--- src/rtl/mips_mem_pkg.sv ---
// mips_mem_pkg: shared encodings and default widths for the MIPS MEM-stage
// data memory and its load extender.
//   MEM_WR_*  : store width select (i_mem_wr_src); 2'b11 behaves as SW
//   MEM_RD_*  : load format select (i_mem_rd_src); 3'b101..3'b111 behave as LW
package mips_mem_pkg;

  localparam int IO_BUS_SIZE_DEF   = 32;
  localparam int MEM_ADDR_SIZE_DEF = 5;

  typedef enum logic [1:0] {
    MEM_WR_SW = 2'b00,
    MEM_WR_SH = 2'b01,
    MEM_WR_SB = 2'b10
  } mem_wr_e;

  typedef enum logic [2:0] {
    MEM_RD_LW  = 3'b000,
    MEM_RD_LH  = 3'b001,
    MEM_RD_LHU = 3'b010,
    MEM_RD_LB  = 3'b011,
    MEM_RD_LBU = 3'b100
  } mem_rd_e;

endpackage

--- src/rtl/mips_mem_ld_ext.sv ---
// mips_mem_ld_ext: purely combinational load formatter. Takes a full memory
// word and a load format select and produces the sign/zero extended result.
// Ports:
//   i_word     in  IO_BUS_SIZE  raw word read from memory
//   i_rd_src   in  3            load format (MEM_RD_*)
//   o_mem_rd   out IO_BUS_SIZE  formatted load data
module mips_mem_ld_ext
  import mips_mem_pkg::*;
#(
  parameter int IO_BUS_SIZE = IO_BUS_SIZE_DEF
) (
  input  logic [IO_BUS_SIZE-1:0] i_word,
  input  logic [2:0]             i_rd_src,
  output logic [IO_BUS_SIZE-1:0] o_mem_rd
);

  // Fill the whole word with the extension bit first, then overlay the low
  // lanes; this stays legal even when IO_BUS_SIZE is exactly 16.
  always_comb begin
    o_mem_rd = i_word;
    case (i_rd_src)
      MEM_RD_LH: begin
        o_mem_rd       = {IO_BUS_SIZE{i_word[15]}};
        o_mem_rd[15:0] = i_word[15:0];
      end
      MEM_RD_LHU: begin
        o_mem_rd       = '0;
        o_mem_rd[15:0] = i_word[15:0];
      end
      MEM_RD_LB: begin
        o_mem_rd      = {IO_BUS_SIZE{i_word[7]}};
        o_mem_rd[7:0] = i_word[7:0];
      end
      MEM_RD_LBU: begin
        o_mem_rd      = '0;
        o_mem_rd[7:0] = i_word[7:0];
      end
      default: o_mem_rd = i_word;
    endcase
  end

endmodule

--- src/rtl/mips_mem.sv ---
// mips_mem: MEM-stage data memory. Word-addressed array with synchronous
// writes (SW/SH/SB merged into the old word) and combinational formatted
// reads (LW/LH/LHU/LB/LBU). Reset and flush both clear the array; either one
// discards a write in the same cycle.
// Optional: define MIPS_MEM_DEBUG_BUS_EN to drive o_bus_debug with the array
// image; otherwise o_bus_debug is tied to zero.
// Ports:
//   i_clk         in  1         clock, rising edge
//   i_reset       in  1         synchronous active-high reset
//   i_flush       in  1         synchronous active-high array clear
//   i_mem_wr_rd   in  1         1 = write this cycle
//   i_mem_wr_src  in  2         store width (MEM_WR_*)
//   i_mem_rd_src  in  3         load format (MEM_RD_*)
//   i_mem_addr    in  MEM_ADDR_SIZE  word address
//   i_bus_b       in  IO_BUS_SIZE    store data
//   o_mem_rd      out IO_BUS_SIZE    formatted load data
//   o_bus_debug   out DEPTH*IO_BUS_SIZE  word i at [i*IO_BUS_SIZE +: IO_BUS_SIZE]
module mips_mem
  import mips_mem_pkg::*;
#(
  parameter int IO_BUS_SIZE   = IO_BUS_SIZE_DEF,
  parameter int MEM_ADDR_SIZE = MEM_ADDR_SIZE_DEF
) (
  input  logic                                     i_clk,
  input  logic                                     i_reset,
  input  logic                                     i_flush,
  input  logic                                     i_mem_wr_rd,
  input  logic [1:0]                               i_mem_wr_src,
  input  logic [2:0]                               i_mem_rd_src,
  input  logic [MEM_ADDR_SIZE-1:0]                 i_mem_addr,
  input  logic [IO_BUS_SIZE-1:0]                   i_bus_b,
  output logic [IO_BUS_SIZE-1:0]                   o_mem_rd,
  output logic [(2**MEM_ADDR_SIZE)*IO_BUS_SIZE-1:0] o_bus_debug
);

  localparam int DEPTH = 2**MEM_ADDR_SIZE;

  logic [IO_BUS_SIZE-1:0] mem [DEPTH];
  logic [IO_BUS_SIZE-1:0] rd_word;
  logic [IO_BUS_SIZE-1:0] wr_word;

  assign rd_word = mem[i_mem_addr];

  // Sub-word stores keep the untouched upper bits of the addressed word.
  always_comb begin
    wr_word = rd_word;
    case (i_mem_wr_src)
      MEM_WR_SH: wr_word[15:0] = i_bus_b[15:0];
      MEM_WR_SB: wr_word[7:0]  = i_bus_b[7:0];
      default:   wr_word       = i_bus_b;
    endcase
  end

  always_ff @(posedge i_clk) begin
    if (i_reset || i_flush) begin
      for (int i = 0; i < DEPTH; i++) mem[i] <= '0;
    end else if (i_mem_wr_rd) begin
      mem[i_mem_addr] <= wr_word;
    end
  end

  mips_mem_ld_ext #(
    .IO_BUS_SIZE (IO_BUS_SIZE)
  ) u_ld_ext (
    .i_word   (rd_word),
    .i_rd_src (i_mem_rd_src),
    .o_mem_rd (o_mem_rd)
  );

`ifdef MIPS_MEM_DEBUG_BUS_EN
  always_comb begin
    o_bus_debug = '0;
    for (int i = 0; i < DEPTH; i++) o_bus_debug[i*IO_BUS_SIZE +: IO_BUS_SIZE] = mem[i];
  end
`else
  assign o_bus_debug = '0;
`endif

endmodule

--- config.mk ---
export PLATFORM = sky130hd
export DESIGN_NAME = mips_mem
export DESIGN_NICKNAME = d
export VERILOG_FILES = /design/src/rtl/mips_mem_pkg.sv /design/src/rtl/mips_mem_ld_ext.sv /design/src/rtl/mips_mem.sv
export SDC_FILE = /design/constraint.sdc
export NUM_CORES = 1
export LEC_CHECK = 0
export CORE_AREA = 5 5 425 427
export DETAILED_ROUTE_END_ITERATION = 8
export DIE_AREA = 0 0 430 432
export PLACE_DENSITY = 0.49
export SKIP_LAST_GASP = 1
export SYNTH_ARGS = -nofsm -noshare
export SYNTH_HDL_FRONTEND = slang
export SYNTH_SLANG_ARGS = --single-unit
--- constraint.sdc ---
create_clock -name i_clk -period 7.17 [get_ports i_clk]
set_input_delay 1.434 -clock i_clk [delete_from_list [all_inputs] [get_ports i_clk]]
set_output_delay 1.434 -clock i_clk [all_outputs]
set_load 0.02 [all_outputs]
==> key figures, run 1 <==
GRT
  – Initial antenna violation count: 5
  – Grt ovf: 0
  – GRT Util Overall: 0.163
  – Largest net degree at the start of global routing: 78
  – Global-route wire length before repair: 224 mm
  – Number of global-route vias before repair: 30200

Timing
  – Fmax: 159 MHz
  – RSZ-0062 raised after global routing: no
  – Fin crit share: 0.879
  – Rel. slew slack: 0.197
  – Post-route minimum period: 6.30 ns
  – Final Hold Fails: 0
  – Setup TNS Final: 0 ns
  – Final Skew: 0.0425 ns
  – Setup Viol. Count Final: 0
  – Pins over their slew limit: 0
  – Worst Max-Slew Pin Slew: 1.20 ns

Final layout
  – Number of flip-flops in the largest register: 1024
  – Fraction of layout cells with a size suffix above 1: 0.189
  – Reg with most FFs: mem
  – Top flop regs: mem x1024
  – Layout Nets: 4354
  – Most frequent cells in the layout: conb_1, edfxtp_1, nor2_1, mux2_2, a22oi_1
  – Layout Cells excl Fill: 6736
  – Fin util: 0.325
  – Final Instance Area: 0.0572 mm^2
  – Layout area overhead: 5.49%

Floorplanning
  – Die height: 432 um
  – Num ports: 1102
  – Initial Util: 0.308
  – Core ar.: 0.176 mm^2
  – Die area: 0.186 mm^2
  – Die width: 430 um
  – Core Rows: 154

Placed design
  – Routability cong.: 0.809
  – Area after DPL: 0.0540 mm^2
  – Post-Place Cells: 6541
  – IO Port Bufs: 77
  – Final HPWL DP: 103 mm

Drt
  – Vias/cell: 4.54
  – Wl on met1: 66.3 mm
  – Vias after detailed routing: 30600
  – Antenna-violating nets left: 0
  – Initial DRC count: 3053
  – Post-Route WL: 160 mm
  – Met2 wire len: 79.6 mm
  – Top layer used by detailed routing: met4
  – Detailed Routing Iterations Pass 1: 5
  – Met3 WL: 9.93 mm
  – WL per Instance: 23.8 um
  – Detailed-route DRC error count: 0

Synth
  – Yosys cell types: 51
  – Ys async rst share: 0
  – Synth Flop Type: edfxtp_1
  – Mapped Area: 0.0542 mm^2
  – Yosys reg bits: 1024
  – Post-synth EDFFs: 1024
  – Synth Instances: 4282
  – Sequential fraction of the synthesis area: 0.567
  – Avg Inst Size Synth: 12.7 um^2
  – Synthesis Warnings: 0

Critical path
  – Maximum fanout along the worst path: 77
  – Worst Path Arrival: 4.87 ns
  – Crit path kind: in2out
  – Setup crit start kind: primary input
  – CP endpoint kind: output port
  – Critical Path RT: 5.74 ns

Clock network
  – CTS tree: yes
  – CTS Hold Bufs: 0
  – CTS Buffer Depth: 3
  – Clock slew at reported path FFs: 0.06 ns
  – Cts bufs inserted: 104
  – Post_cts resized: 0
  – CTS sink cnt: 1024
  – Clk_lat worst skew: 0.71 ns
  – H-Tree Depth: 3
  – CTS Root Cell: clkbuf_16
  – Setup bufs post-CTS: 0

Power and ir drop
  – Power per cell area: 243 mW/mm^2
  – Pwr Total: 13.9 mW
  – Max VDD drop: 0.203 mV
  – Leakage: 22.8 nW

Outcome
  – Outcome: finished clean

Flow run
  – Max-Cap Viols: 0

Min path
  – Worst hold path class: reg2reg
[cells by family (layout without fill, tap and decap cells)]
logic type / after synthesis / after routing / share of synthesized area
buffers and inverters: 1342 / 432 / 0.174
AND/OR/NAND/NOR: 1268 / 1268 / 0.111
flip-flops: 1024 / 1024 / 0.567
multiplexers: 406 / 406 / 0.108
AO/OA/AOI/OAI: 239 / 239 / 0.0388
adder cells (fa/ha/maj): 1 / 1 / 0.000231
other: 1 / 1025 / 0.0000692
XOR/XNOR: 1 / 1 / 0.000162
[through the flow]
| stage | worst slack [ns] | hold WS [ns] |
|---|---|---|
| global placement | 0.756 | 0.944 |
| finish | 0.868 | 0.985 |
| floorplan | 2.31 | 0.819 |
| CTS | 0.786 | 0.999 |
| detailed placement | 0.823 | 0.980 |
| global route | 0.775 | 1.05 |
[synthesized netlist by cell type, drive strengths merged, types with 3 or more instances]
master,count,area [um^2]
nor2,757,3020
nor4bb,6,60.1
clkbuf,146,548
a22oi,200,1510
nand4,31,200
nand2,114,428
mux4,113,2540
o211ai,16,120
and3b,3,26.3
inv,3,11.3
and4b,4,40.0
nand3b,4,30.0
buf,1193,8860
and3,130,813
mux2i,7,96.3
mux2,286,3220
nor3b,5,52.6
nand3,4,20.0
nor4b,4,86.3
edfxtp,1024,30700
and4,3,28.8
and2,128,801
o41ai,16,384
nor3,50,260
nand2b,18,113
[final timing paths]
check                           slack (ns)      endpoint  cells after the start           from
worst max-delay path                  0.87  o_mem_rd[10]                      9  i_mem_addr[1]
worst min-delay path                  0.99   mem[23][31]                      5    mem[19][31]
worst max register to register        4.00    mem[1][27]                      6     mem[6][27]
worst min register to register        0.99   mem[23][31]                      5    mem[19][31]
[layout make-up]
type                    count  area (um^2)
flip-flops and latches   1024        30700
well taps                2340         2930
diodes                      1         2.50
clock inverters            52          390
inverters                   3         11.3
multi-input cells        2939        18200
repair buffers            235         2110
clock buffers             142         2790
fillers                 17600       119000
[routing by layer]
layer  global-route usage  vias to the layer above
met2                0.276                     1292
met4               0.0414                        0
met3               0.0227                      191
met5                    0                        -
met1                0.222                    15900
li1                     -                    13200
[critical path, cell delays in order]
cell and delay (ns):
buf_8 0.45, buf_4 0.50, buf_4 0.28, mux4_2 0.33, a22oi_1 0.43, nand4_1 0.46, nand2_1 0.18, nand2_1 0.06
clkdlybuf4s50_1 0.57
[power by group]
group	internal (mW)	total (mW)	leakage, nW	switching, mW
sequential	6.84	6.90	11.3	0.0663
combinational	0.407	1.73	9.96	1.33
clock	2.87	5.24	1.53	2.37
Note: power is estimated with default switching activity, not from simulation.
==> inputs of run 2 (changes only) <==
--- a/config.mk
+++ b/config.mk
@@ -6,6 +6,7 @@
 export NUM_CORES = 1
 export LEC_CHECK = 0
 export CORE_AREA = 5 5 425 427
+export CTS_CLUSTER_SIZE = 16
 export DETAILED_ROUTE_END_ITERATION = 8
 export DIE_AREA = 0 0 430 432
 export PLACE_DENSITY = 0.49
==> results of run 2 <==
Final layout, timing and power as in run 1 (identical DEF).
==> inputs of run 3 (changes only) <==
--- a/config.mk
+++ b/config.mk
@@ -9,8 +9,9 @@
 export CTS_CLUSTER_SIZE = 16
 export DETAILED_ROUTE_END_ITERATION = 8
 export DIE_AREA = 0 0 430 432
-export PLACE_DENSITY = 0.49
+export PLACE_DENSITY = 0.54
 export SKIP_LAST_GASP = 1
+export SLEW_MARGIN = 10
 export SYNTH_ARGS = -nofsm -noshare
 export SYNTH_HDL_FRONTEND = slang
 export SYNTH_SLANG_ARGS = --single-unit
==> run 3 against run 2 <==
Net effect:
- global-route usage decreased by 0.53 points
- combinational power about the same
- highest routed layer unchanged
- final cell count decreased by 0.16%
==> key figures, run 3 (synthesized netlist as in run 1, its figures left out) <==
Outcome
  – Outcome: finished clean (unchanged)

Power and ir drop
  – Max VDD drop: 0.173 mV (was 0.203 mV)
  – Power per cell area: 242 mW/mm^2 (was 243 mW/mm^2)
  – Switching share of power: 0.271 (about the same)
  – Logic pwr share: 0.126 (was 0.125)
  – Clock share of power: 0.374 (was 0.377)
  – Leakage: 22.8 nW (about the same)
  – Int Power: 10.0 mW (was 10.1 mW)
  – Flop pwr share: 0.500 (was 0.498)
  – Switching Power: 3.74 mW (was 3.76 mW)
  – Pwr Total: 13.8 mW (was 13.9 mW)

Drt
  – Initial DRC count: 3504 (was 3053)
  – Detailed-route DRC error count: 0 (unchanged)
  – WL per Instance: 23.3 um (was 23.8 um)
  – Post-Route WL: 156 mm (was 160 mm)
  – Vias after detailed routing: 30900 (was 30600)
  – Vias/cell: 4.60 (was 4.54)
  – Detailed Routing Iterations Pass 1: 5 (unchanged)
  – Antenna-violating nets left: 0 (unchanged)

Timing
  – Setup Viol. Count Final: 0 (unchanged)
  – Setup TNS Final: 0 ns (unchanged)
  – Fin crit share: 0.899 (was 0.879)
  – Final Worst Setup Slack: 0.721 ns (was 0.868 ns)
  – Worst Max-Slew Pin Slew: 1.22 ns (was 1.20 ns)
  – Final Skew: 0.0353 ns (was 0.0425 ns)
  – Rel. slew slack: 0.172 (was 0.197)
  – Post-route minimum period: 6.45 ns (was 6.30 ns)
  – Pins over their slew limit: 0 (unchanged)
  – Fmax: 155 MHz (was 159 MHz)
  – Final Hold Fails: 0 (unchanged)
  – RSZ-0062 raised after global routing: no (unchanged)

Clock network
  – Cts bufs inserted: 104 (unchanged)
  – Setup bufs post-CTS: 0 (unchanged)
  – H-Tree Depth: 3 (unchanged)
  – CTS Buffer Depth: 3 (unchanged)
  – CTS Hold Bufs: 0 (unchanged)
  – Clk_lat worst skew: 0.71 ns (about the same)
  – CTS sink cnt: 1024 (unchanged)
  – Post_cts resized: 0 (unchanged)
  – CTS Root Cell: clkbuf_16 (unchanged)
  – CTS tree: yes (unchanged)
  – Clock slew at reported path FFs: 0.06 ns (about the same)

Critical path
  – Maximum fanout along the worst path: 56 (was 77)
  – CP Cell Sequence: buf_8 > and4b_1 > a22oi_1 > nand4_2 > a211oi_4 > o211ai_1 > clkdlybuf4s50_1 (was buf_8 > buf_4 > buf_4 > mux4_2 > a22oi_1 > nand4_1 > nand2_1 > nand2_1 > clkdlybuf4s50_1)
  – Critical Path RT: 5.74 ns (about the same)
  – Worst Path Arrival: 5.01 ns (was 4.87 ns)
  – Setup crit start kind: primary input (unchanged)
  – Crit path kind: in2out (unchanged)
  – Max stage delay on crit path: 1.07 ns (was 0.57 ns)
  – CP endpoint kind: output port (unchanged)
  – Slowest cell on crit path: a211oi_4 (was clkdlybuf4s50_1)

GRT
  – Initial antenna violation count: 11 (was 5)
  – Global-route wire length before repair: 218 mm (was 224 mm)
  – Largest net degree at the start of global routing: 85 (was 78)
  – Number of global-route vias before repair: 30100 (was 30200)
  – Grt ovf: 0 (unchanged)
  – GRT Util Overall: 0.158 (was 0.163)

Placed design
  – Area after DPL: 0.0538 mm^2 (was 0.0540 mm^2)
  – Final HPWL DP: 99.1 mm (was 103 mm)
  – IO Port Bufs: 77 (unchanged)
  – Routability cong.: 0.808 (was 0.809)
  – Place WS: 0.745 ns (was 0.823 ns)
  – Post-Place Cells: 6535 (was 6541)

Flow run
  – Max-Cap Viols: 0 (unchanged)

Final layout
  – Top flop regs: mem x1024 (unchanged)
  – Most frequent cells in the layout: conb_1, edfxtp_1, nor2_1, mux2_2, a22oi_1 (unchanged)
  – Layout Cells excl Fill: 6725 (was 6736)
  – Fraction of layout cells with a size suffix above 1: 0.188 (was 0.189)
  – Number of flip-flops in the largest register: 1024 (unchanged)
  – # fillers: 17500 (was 17600)
  – Layout Nets: 4348 (was 4354)
  – Final Instance Area: 0.0570 mm^2 (was 0.0572 mm^2)
  – Layout area overhead: 5.13% (was 5.49%)
  – Reg with most FFs: mem (unchanged)

Floorplanning
  – Die width: 430 um (unchanged)
  – Core Rows: 154 (unchanged)
  – Core ar.: 0.176 mm^2 (unchanged)
  – Num ports: 1102 (unchanged)
  – Die area: 0.186 mm^2 (unchanged)
  – Initial Util: 0.308 (unchanged)
  – Die height: 432 um (unchanged)

Min path
  – Worst hold path class: reg2reg (unchanged)
[run 3: cell count changes in the layout (fill, tap and decap cells not counted), moves of 2 or more]
cell / change
diode_2: +3
clkbuf_1: -8
buf_12: -8
buf_4: +2
clkinvlp_4: -3
clkinv_2: +3
[run 3: path summary, 6_finish.rpt]
path | depth (start not counted) | slack [ns] | endpoint | from
setup / recovery | 7 | 0.72 | o_mem_rd[25] | i_mem_addr[0]
hold / removal | 5 | 0.93 | mem[23][16] | mem[7][16]
setup reg to reg | 5 | 3.89 | mem[22][9] | mem[30][9]
hold reg to reg | 5 | 0.93 | mem[23][16] | mem[7][16]
[run 3: final cells by class]
cell class | count | area, um^2 | area share
antenna | 4 | 10.0 | 0.000176
clock buffer | 134 | 2760 | 0.0484
clock inverter | 52 | 364 | 0.00639
inverter | 3 | 11.3 | 0.000198
multi-input combinational | 2939 | 18200 | 0.319
sequential | 1024 | 30700 | 0.540
tap | 2340 | 2930 | 0.0514
timing repair buffer | 229 | 1970 | 0.0346
[run 3: worst max-delay path: cells and delay by family]
kind / cells / cell delay, ns
compound gates: 3 / 1.71
buf+inv: 2 / 0.84
simple gates: 2 / 0.91
[run 3: stage by stage]
step,util,hold WS (ns)
after floorplan,-,0.819
after global placement,0.306,0.909
after detailed placement,0.306,0.918
after CTS,0.324,0.935
after global routing,0.324,0.972
final,0.324,0.932
[run 3: power groups by stage]
stage | combinational (mW) | clock, mW | sequential, mW
floorplan | 1.67 | 0 | 7.00
global placement | 1.71 | 0 | 7.02
detailed placement | 1.71 | 0 | 7.03
CTS | 1.71 | 5.23 | 6.90
global route | 1.82 | 5.50 | 6.92
finish | 1.73 | 5.16 | 6.90
[run 3: routing by layer]
| layer | part of all wire | global-route usage |
|---|---|---|
| met1 | 0.41 | 0.219 |
| met2 | 0.48 | 0.258 |
| met3 | 0.077 | 0.0247 |
| met4 | 0.028 | 0.0437 |
| met5 | 0 | 0 |
